$ cat config.mk
export PLATFORM = sky130hd
export DESIGN_NAME = pwm_deadtime_gen
export DESIGN_NICKNAME = d
export VERILOG_FILES = /design/src/rtl/pwm_deadtime_gen.sv
export SDC_FILE = /design/constraint.sdc
export NUM_CORES = 1
export LEC_CHECK = 0
export ABC_CLOCK_PERIOD_IN_PS = 6000
export CAP_MARGIN = 10
export CELL_PAD_IN_SITES_DETAIL_PLACEMENT = 1
export CELL_PAD_IN_SITES_GLOBAL_PLACEMENT = 2
export CORE_ASPECT_RATIO = 0.9
export CORE_MARGIN = 4
export CORE_UTILIZATION = 34
export DETAILED_ROUTE_END_ITERATION = 6
export PLACE_DENSITY = 0.87
export SLEW_MARGIN = 10
export SYNTH_ARGS = -nofsm -noshare
export SYNTH_HDL_FRONTEND = slang
export SYNTH_SLANG_ARGS = --single-unit
$ cat constraint.sdc
create_clock -name clk -period 6 [get_ports clk]
set_input_delay 1.5 -clock clk [delete_from_list [all_inputs] [get_ports clk]]
set_output_delay 1.5 -clock clk [all_outputs]
set_load 0.1 [all_outputs]
$ cat src/rtl/pwm_deadtime_gen.sv
// -----------------------------------------------------------------------------
// pwm_deadtime_gen
//
// Purpose:
//   Turns the single-ended PWM request from the pipelined PWM counter into a
//   complementary high-side / low-side gate pair for the power-stage pad
//   drivers. Every hand-over between the two sides passes through a
//   programmable dead time. During the dead time both gates are inactive, so
//   the two active levels can never overlap.
//
// Parameters:
//   DT_WIDTH  width of dead_time (cycles)
//   HI_POL    active level of out_hi (1 = active-high)
//   LO_POL    active level of out_lo (1 = active-high)
//
// Ports:
//   clk            in   rising-edge clock
//   rst_n          in   synchronous active-low reset
//   en             in   block enable; 0 forces OFF with both gates inactive
//   pwm_in         in   1 = request high side, 0 = request low side
//   dead_time      in   dead-time length in cycles (0 behaves as 1); sampled
//                       only when a dead-time state is entered
//   out_hi         out  high-side gate (registered)
//   out_lo         out  low-side gate (registered)
//   dt_active      out  1 while a dead time is running (registered)
//   fault          in   (DEADTIME_FAULT_EN) synchronous fault request
//   fault_clr      in   (DEADTIME_FAULT_EN) fault clear
//   fault_latched  out  (DEADTIME_FAULT_EN) registered fault flag
//
// Build option:
//   DEADTIME_FAULT_EN  adds the fault ports and a latched FAULT state that
//                      overrides en and holds both gates inactive until an
//                      explicit clear with fault deasserted.
// -----------------------------------------------------------------------------
module pwm_deadtime_gen #(
    parameter int DT_WIDTH = 16,
    parameter bit HI_POL   = 1'b1,
    parameter bit LO_POL   = 1'b1
) (
    input  logic                clk,
    input  logic                rst_n,
    input  logic                en,
    input  logic                pwm_in,
    input  logic [DT_WIDTH-1:0] dead_time,
`ifdef DEADTIME_FAULT_EN
    input  logic                fault,
    input  logic                fault_clr,
    output logic                fault_latched,
`endif
    output logic                out_hi,
    output logic                out_lo,
    output logic                dt_active
);

    // State encoding
    localparam logic [2:0] ST_OFF      = 3'd0;
    localparam logic [2:0] ST_DT_TO_HI = 3'd1;
    localparam logic [2:0] ST_HI       = 3'd2;
    localparam logic [2:0] ST_DT_TO_LO = 3'd3;
    localparam logic [2:0] ST_LO       = 3'd4;
`ifdef DEADTIME_FAULT_EN
    localparam logic [2:0] ST_FAULT    = 3'd5;
`endif

    // Gate levels for each polarity setting
    localparam logic HI_ON  = HI_POL;
    localparam logic HI_OFF = ~HI_POL;
    localparam logic LO_ON  = LO_POL;
    localparam logic LO_OFF = ~LO_POL;

    localparam logic [DT_WIDTH-1:0] DT_ONE = {{(DT_WIDTH-1){1'b0}}, 1'b1};

    logic [2:0]          state;
    logic [DT_WIDTH-1:0] cnt;
    logic [DT_WIDTH-1:0] cnt_load;

    // Reload value for the dead-time counter: Neff-1, where a programmed
    // zero still yields one both-inactive cycle. The counter then reaches
    // zero Neff-1 edges after entry and the new side turns on one edge later,
    // which gives exactly Neff inactive cycles.
    always_comb begin
        cnt_load = '0;
        if (dead_time != '0)
            cnt_load = dead_time - DT_ONE;
    end

    always_ff @(posedge clk) begin
        if (!rst_n) begin
            state     <= ST_OFF;
            cnt       <= '0;
            out_hi    <= HI_OFF;
            out_lo    <= LO_OFF;
            dt_active <= 1'b0;
`ifdef DEADTIME_FAULT_EN
            fault_latched <= 1'b0;
`endif
        end
`ifdef DEADTIME_FAULT_EN
        else if (fault) begin
            // Fault wins over en and over any hand-over in progress.
            state         <= ST_FAULT;
            cnt           <= '0;
            out_hi        <= HI_OFF;
            out_lo        <= LO_OFF;
            dt_active     <= 1'b0;
            fault_latched <= 1'b1;
        end
        else if (state == ST_FAULT) begin
            // fault is known low here; only an explicit clear leaves FAULT,
            // en has no say while latched.
            out_hi    <= HI_OFF;
            out_lo    <= LO_OFF;
            dt_active <= 1'b0;
            if (fault_clr) begin
                state         <= ST_OFF;
                fault_latched <= 1'b0;
            end
        end
`endif
        else if (!en) begin
            state     <= ST_OFF;
            cnt       <= '0;
            out_hi    <= HI_OFF;
            out_lo    <= LO_OFF;
            dt_active <= 1'b0;
        end
        else begin
            case (state)
                ST_OFF: begin
                    // Leaving OFF always goes through a full dead time.
                    state     <= pwm_in ? ST_DT_TO_HI : ST_DT_TO_LO;
                    cnt       <= cnt_load;
                    out_hi    <= HI_OFF;
                    out_lo    <= LO_OFF;
                    dt_active <= 1'b1;
                end

                ST_HI: begin
                    out_lo <= LO_OFF;
                    if (!pwm_in) begin
                        state     <= ST_DT_TO_LO;
                        cnt       <= cnt_load;
                        out_hi    <= HI_OFF;
                        dt_active <= 1'b1;
                    end
                    else begin
                        out_hi    <= HI_ON;
                        dt_active <= 1'b0;
                    end
                end

                ST_LO: begin
                    out_hi <= HI_OFF;
                    if (pwm_in) begin
                        state     <= ST_DT_TO_HI;
                        cnt       <= cnt_load;
                        out_lo    <= LO_OFF;
                        dt_active <= 1'b1;
                    end
                    else begin
                        out_lo    <= LO_ON;
                        dt_active <= 1'b0;
                    end
                end

                ST_DT_TO_HI: begin
                    out_lo <= LO_OFF;
                    if (!pwm_in) begin
                        // Request flipped back: restart the full count toward
                        // the low side, so short pulses are swallowed.
                        state     <= ST_DT_TO_LO;
                        cnt       <= cnt_load;
                        out_hi    <= HI_OFF;
                        dt_active <= 1'b1;
                    end
                    else if (cnt == '0) begin
                        state     <= ST_HI;
                        out_hi    <= HI_ON;
                        dt_active <= 1'b0;
                    end
                    else begin
                        cnt       <= cnt - DT_ONE;
                        out_hi    <= HI_OFF;
                        dt_active <= 1'b1;
                    end
                end

                ST_DT_TO_LO: begin
                    out_hi <= HI_OFF;
                    if (pwm_in) begin
                        state     <= ST_DT_TO_HI;
                        cnt       <= cnt_load;
                        out_lo    <= LO_OFF;
                        dt_active <= 1'b1;
                    end
                    else if (cnt == '0) begin
                        state     <= ST_LO;
                        out_lo    <= LO_ON;
                        dt_active <= 1'b0;
                    end
                    else begin
                        cnt       <= cnt - DT_ONE;
                        out_lo    <= LO_OFF;
                        dt_active <= 1'b1;
                    end
                end

                default: begin
                    // Unreachable encodings recover to the safe state.
                    state     <= ST_OFF;
                    cnt       <= '0;
                    out_hi    <= HI_OFF;
                    out_lo    <= LO_OFF;
                    dt_active <= 1'b0;
                end
            endcase
        end
    end

endmodule

==> impl_metrics.ini, run 1 <==
[synthesis]
synth_top_cell_by_area = dfxtp_1
syn_nets = 250
yosysWarnings = 0
ys.flop_type = dfxtp_1
synth_edf_count = 0
yosysMostFrequentCell = dfxtp_1
synth.distinct_cells = 54
synth_top_area_share_pct = 25.6
ys_async_sr_fraction_pct = 0
yosysSeqAreaShare_pct = 25.6
synth_area_um2 = 1720
synth_commonest_cells = 22 x dfxtp_1, 19 x nor3_1, 18 x nand2_1, 14 x nor2_1
syn_area_per_cell_um2 = 7.58
synth_area_leaders = dfxtp_1 26%, nor3_1 5.5%, nand2_1 3.9%
ys_seq_elements = 22
synthCells = 227

[detailed_routing]
viasPerCell = 5.86
vias = 1788
wl_per_cell_um = 17.2
ant_nets = 0
drc_errors = 0
drtIter0Drc = 76
routed_wl_um = 5240
dr.pass1.iters = 4

[sta]
fin_ws_ps = 2230
hold_viol = 0
finalSetupTns_ps = 0
hold_ws_ps = 542
rsz0062_at_grt = false
period_needed_ps = 3770
fmax_mhz = 265
tightest_slew_ps = 1080
setup_viol = 0
worst_clock_skew_ps = 1.76
maxSlewHeadroom_pct = 27.4
finalCritPeriodShare_pct = 62.8
slew_violations = 0

[finish]
final_area_um2 = 2020
nets = 265
drive_above_1_share_pct = 7.08
antennaDiodeCount = 0
syn2layout_area_growth_pct = 17.2
fillers = 636
instances_no_fill = 305

[worst_setup_path]
reg2reg_depth = 7
crit_path_end_kind = flip-flop
required_ps = 6140
crit_type = in2reg
arrival_ps = 3910
cp-start-kind = primary input
worstPathMaxFanout = 10

[power]
ir_drop_uv = 93.0
power_density_nw_per_um2 = 188
p_leak_nw = 0.698

[clock_tree]
cts-buffers-inserted = 3
clk_latency_ps = 270
cts_buffer_depth = 2
htree_levels = 1
cts_hold_buf = 0
cts_root_buffer = clkbuf_8
ctsResizeCount = 0
cts_tree = done
clkSinkCount = 22
clk_pin_slew_ps = 80
postCtsSetupRepairBufs = 0

[placement]
hpwl_um = 3930
portBuffers = 22
post_dp_cell_area_um2 = 1980
place_ws_ps = 1910
place_inst = 302
routabilityCongestion = 0.790

[die]
core_um2 = 4860
rows = 24
io_pins = 23
initial_core_util_pct = 35.4
die-height_um = 75.5
die_w_um = 83.0
dieArea_um2 = 6260

[global_route]
grt_max_degree = 17
overflow = 0
grt_first_pass_wirelength_um = 8630
track_usage_pct = 17.1
grt_pass1_vias = 1679
grt_antenna_before_repair = 0

[flow_run]
maxCapViolations = 0

[min_path]
hp-class = reg2reg
hold_depth = 2

[outcome]
outcome = finished clean
[worst paths after layout]
| path | start | endpoint | slack (ps) |
|---|---|---|---|
| worst max-delay path | dead_time[0] | cnt[10]$_SDFFE_PN0P_ | 2230 |
| worst max register to register | cnt[0]$_SDFFE_PN0P_ | cnt[6]$_SDFFE_PN0P_ | 3260 |
| worst min register to register | cnt[8]$_SDFFE_PN0P_ | cnt[8]$_SDFFE_PN0P_ | 540 |
| worst min-delay path | cnt[8]$_SDFFE_PN0P_ | cnt[8]$_SDFFE_PN0P_ | 540 |
[sequential cells by signal, summed over array words and instances (netlist names)]
name,cells
out_lo,1
cnt,16
state,3
dt_active,1
out_hi,1
[where the power goes]
| part | total (mW) | internal (mW) | switching (mW) |
|---|---|---|---|
| clock | 0.0954 | 0.0449 | 0.0504 |
| combinational | 0.119 | 0.0463 | 0.0723 |
| sequential | 0.166 | 0.154 | 0.0122 |
[cell type report]
type | instances | area [um^2] | share of cell area (%)
repair buffers | 22 | 220 | 10.9
inverters | 13 | 48.8 | 2.42
well taps | 65 | 81.3 | 4.03
clock buffers | 3 | 41.3 | 2.05
flip-flops and latches | 22 | 440 | 21.8
multi-input cells | 180 | 1180 | 58.7
[cells by family after synthesis]
group                      Yosys count  synth area share (%)
AOI/OAI and AO/OA                   71                  29.5
xor gates and xnor gates            11                  5.60
adders and majority gates            3                  2.18
buffers and inverters               25                  5.53
DFF                                 22                  25.6
muxes                                2                  1.16
and+or+nand+nor                     93                  30.5
[layout by cell type, fill, tap and decap left out, drive strengths merged, types with 4 or more instances in the layout]
cell type	instances
or4	5
xor2	5
nor4	7
nor3	19
o211ai	6
a21oi	12
or3	5
o21ai	13
clkdlybuf4s50	22
nand2	18
or2	4
nor2	14
xnor2	6
o22ai	4
dfxtp	22
a221oi	5
inv	13
a22oi	4
[per-layer routing]
layer	wire length [um]	GRT usage, %
met2	2200	26.5
met4	55	3.81
met1	2810	25.9
met5	0	0
met3	174	1.51
[per-stage QoR]
step,total power [mW],utilization (%)
6_report,0.380,41.5
5_1_grt,0.402,41.5
4_1_cts,0.382,41.5
3_5_place_dp,0.287,40.6
3_3_place_gp,0.286,40.6
2_1_floorplan,0.245,-
[critical path, stage by stage]
cell	delay, ps
clkdlybuf4s50_1	430
inv_1	100
ha_1	200
or4b_2	710
nor4_4	390
a21oi_2	200
nand3_1	240
o21ai_0	130
Note: power is estimated with default switching activity, not from simulation.
==> run 2: changes to the inputs <==
Settings changed: ABC_CLOCK_PERIOD_IN_PS 6000 to 3600, CORE_UTILIZATION 34 to 32, PLACE_DENSITY 0.87 to 0.83.
Clock period 6 ns to 3.6 ns, I/O delays scaled along.
==> impl_metrics.ini, run 2 (synthesis gave the netlist of run 1 again) <==
[global_route]
grt_first_pass_wirelength_um = 8750
use_met1_pct = 24.9
grt_pass1_vias = 1751
grt_antenna_before_repair = 0
track_usage_pct = 16.3
grt_util_met2_pct = 24.0
grt_max_degree = 17
grtUsageMet3_pct = 1.70
overflow = 0
grt_most_used_layer = met1

[sta]
slew_violations = 0
finalCritPeriodShare_pct = 87.6
maxSlewHeadroom_pct = 35.5
finalSetupTns_ps = 0
tightest_slew_ps = 964
hold_ws_ps = 557
fmax_mhz = 317
worst_clock_skew_ps = 4.59
period_needed_ps = 3150
setup_viol = 0
rsz0062_at_grt = false
hold_viol = 0

[clock_tree]
clk_latency_ps = 260
clkSinkCount = 22
clk_pin_slew_ps = 80
cts_root_buffer = clkbuf_8
cts_hold_buf = 0
cts_tree = done
postCtsSetupRepairBufs = 0
ctsResizeCount = 0
cts_buffer_depth = 2
htree_levels = 1
cts-buffers-inserted = 3

[finish]
reg_top3 = cnt: 16 flops, state: 3 flops
nets = 271
largest_register = cnt
antennaDiodeCount = 0
largest_register_ffs = 16
drive_above_1_share_pct = 9.35
syn2layout_area_growth_pct = 20.0
mostFrequentLayoutCells = 22 x dfxtp_1, 22 x clkdlybuf4s50_1, 19 x nor3_1, 18 x nand2_1, 14 x nor2_1

[worst_setup_path]
crit_path_end_kind = flip-flop
worstPathMaxFanout = 10
required_ps = 3730
crit_type = in2reg
cp-start-kind = primary input
arrival_ps = 3280

[power]
p_leak_nw = 0.725
ir_drop_uv = 140
power_density_nw_per_um2 = 307

[placement]
portBuffers = 22
routabilityCongestion = 0.844
hpwl_um = 4110

[detailed_routing]
drtIter0Drc = 102
routed_wl_um = 5250
drc_errors = 0
dr.pass1.iters = 4
ant_nets = 0
vias = 1812
viasPerCell = 5.79
wl_per_cell_um = 16.8

[min_path]
hp-class = reg2reg

[flow_run]
maxCapViolations = 0

[die]
dieArea_um2 = 6620
io_pins = 23
die_w_um = 85.3
rows = 25
initial_core_util_pct = 32.9
core_um2 = 5220
die-height_um = 77.6

[outcome]
outcome = finished clean
## run 2: changes by cell type in the layout (fill, tap and decap cells not counted), sizes merged
cell | previous run | this run
buf | 0 | 6
## run 2: worst paths after layout
path | from | endpoint | slack (ps) | cells past startpoint
setup / recovery | dead_time[0] | cnt[13]$_SDFFE_PN0P_ | 450 | 8
hold reg to reg | cnt[15]$_SDFFE_PN0P_ | cnt[15]$_SDFFE_PN0P_ | 560 | 2
setup reg to reg | cnt[0]$_SDFFE_PN0P_ | cnt[3]$_SDFFE_PN0P_ | 1010 | 8
hold / removal | cnt[15]$_SDFFE_PN0P_ | cnt[15]$_SDFFE_PN0P_ | 560 | 2
## run 2: metrics by stage
step / util [%] / cells / power, mW / cell area [um^2] / setup slack [ps]
2_1_floorplan: - / 227 / 0.409 / 1720 / 783
3_3_place_gp: 38.7 / 310 / 0.483 / 2020 / 204
3_5_place_dp: 38.7 / 310 / 0.483 / 2020 / 134
4_1_cts: 39.5 / 313 / 0.642 / 2060 / 425
5_1_grt: 39.5 / 313 / 0.674 / 2060 / 269
6_report: 39.5 / 313 / 0.634 / 2060 / 447
## run 2: layout make-up
| cell class | count | area [um^2] |
|---|---|---|
| fillers | 666 | 3160 |
| multi-input cells | 180 | 1180 |
| flip-flops and latches | 22 | 440 |
| repair buffers | 28 | 265 |
| well taps | 67 | 83.8 |
| inverters | 13 | 48.8 |
| clock buffers | 3 | 41.3 |
## run 2: power by group
| group | total (mW) | internal (mW) | switching (mW) |
|---|---|---|---|
| clock network | 0.155 | 0.0747 | 0.0806 |
| logic | 0.202 | 0.0820 | 0.120 |
| registers | 0.277 | 0.256 | 0.0204 |
| total | 0.634 | 0.413 | 0.221 |
## run 2: layer usage
| metal | part of all wire (%) | up-vias |
|---|---|---|
| li1 | - | 914 |
| met1 | 53 | 851 |
| met2 | 42 | 41 |
| met3 | 4.2 | 6 |
| met4 | 1.5 | 0 |
| met5 | 0 | - |
## run 2: worst max-delay path, cell delays in order
cell and delay, ps:
clkdlybuf4s50_1 430, inv_1 90, ha_1 200, or4b_2 720
nor4_4 370, a21oi_2 200, nand3_1 250, o21ai_0 120
==> run 3: changes to the inputs <==
Settings changed: CORE_MARGIN 4 to 5.
==> impl_metrics.ini, run 3 (synthesis gave the netlist of run 1 again) <==
[outcome]
outcome = finished clean

[finish]
drive_above_1_share_pct = 9.72
largest_register = cnt
nets = 271
fin_util_pct = 39.8
final_area_um2 = 2080
syn2layout_area_growth_pct = 20.8
reg_top3 = cnt: 16 flops, state: 3 flops
antennaDiodeCount = 0
mostFrequentLayoutCells = 22 x dfxtp_1, 22 x clkdlybuf4s50_1, 19 x nor3_1, 18 x nand2_1, 14 x nor2_1
largest_register_ffs = 16

[die]
core_um2 = 5220
die-height_um = 79.6
dieArea_um2 = 6940
initial_core_util_pct = 32.9
io_pins = 23
rows = 25
die_w_um = 87.3

[placement]
hpwl_um = 4110
place_ws_ps = 165
post_dp_cell_area_um2 = 2020
routabilityCongestion = 0.814
portBuffers = 22

[sta]
finalCritPeriodShare_pct = 86.3
maxSlewHeadroom_pct = 35.5
rsz0062_at_grt = false
setup_viol = 0
worst_clock_skew_ps = 1.08
tightest_slew_ps = 965
hold_viol = 0
period_needed_ps = 3110
fmax_mhz = 322
fin_ws_ps = 491
slew_violations = 0
finalSetupTns_ps = 0

[clock_tree]
cts_buffer_depth = 2
cts_tree = done
cts_hold_buf = 0
cts_root_buffer = clkbuf_8
clkSinkCount = 22
clk_latency_ps = 260
ctsResizeCount = 0
htree_levels = 1
postCtsSetupRepairBufs = 0
cts-buffers-inserted = 3
clk_pin_slew_ps = 80

[global_route]
grt_first_pass_wirelength_um = 8980
grt_pass1_vias = 1812
track_usage_pct = 16.1
overflow = 0
grt_max_degree = 17
grt_antenna_before_repair = 0

[power]
p_leak_nw = 0.732
power.share.switching_pct = 34.2
comb_power_share_pct = 30.8
p_int_mw = 0.436
clkPwrFrac_pct = 27.5
ir_drop_uv = 142
netSwitchingPower_mw = 0.227
p_seq_share_pct = 41.7
power_density_nw_per_um2 = 319

[worst_setup_path]
crit_path_end_kind = flip-flop
cp-start-kind = primary input
worstPathMaxFanout = 10
arrival_ps = 3240
required_ps = 3730
crit_type = in2reg

[min_path]
hp-class = reg2reg

[detailed_routing]
drtIter0Drc = 89
ant_nets = 0
routed_wl_um = 5330
dr.pass1.iters = 4
viasPerCell = 5.97
drc_errors = 0
vias = 1876
wl_per_cell_um = 17.0

[flow_run]
maxCapViolations = 0
==> run 3: cell types whose count changed in the layout (fill, tap and decap cells not counted), sizes merged <==
cell    before  now
clkbuf       3    4
==> run 3: worst paths after layout <==
kind                                            from              endpoint  slack, ps  cells past startpoint
worst max register to register   cnt[0]$_SDFFE_PN0P_  cnt[10]$_SDFFE_PN0P_       1220                      7
worst max-delay path                    dead_time[0]  cnt[13]$_SDFFE_PN0P_        490                      8
worst min-delay path            cnt[15]$_SDFFE_PN0P_  cnt[15]$_SDFFE_PN0P_        560                      2
worst min register to register  cnt[15]$_SDFFE_PN0P_  cnt[15]$_SDFFE_PN0P_        560                      2
==> run 3: layout make-up <==
cell class | count | area [um^2]
multi-input cells | 180 | 1180
clock buffers | 4 | 55.1
repair buffers | 28 | 265
inverters | 13 | 48.8
well taps | 67 | 83.8
fillers | 655 | 3150
flip-flops and latches | 22 | 440
==> run 3: critical path, stage by stage <==
cell and delay, ps:
clkdlybuf4s50_1 430, inv_1 90, ha_1 200, or4b_2 710, nor4_4 370, a21oi_2 200, nand3_1 240, o21ai_0 120
==> run 3: power groups by stage <==
stage	Combinational, mW	Clock (mW)	Sequential (mW)
after floorplan	0.129	0	0.279
after global placement	0.201	0	0.282
after detailed placement	0.203	0	0.282
after CTS	0.204	0.186	0.276
after global routing	0.225	0.195	0.280
final	0.204	0.182	0.277
==> run 3: routing by layer <==
metal / vias to the layer above / GRT usage, % / wire (um) / part of all wire (%)
met3: 6 / 1.96 / 330 / 6.2
li1: 921 / - / - / -
met2: 57 / 24.9 / 2320 / 44
met1: 892 / 23.5 / 2620 / 49
met4: 0 / 3.53 / 63 / 1.2
met5: - / 0 / 0 / 0
==> run 3: per-stage QoR <==
step | hold slack, ps | instances | total power, mW
2_1_floorplan | 478 | 227 | 0.409
3_3_place_gp | 522 | 310 | 0.482
3_5_place_dp | 548 | 310 | 0.485
4_1_cts | 559 | 314 | 0.666
5_1_grt | 588 | 314 | 0.700
6_report | 560 | 314 | 0.663
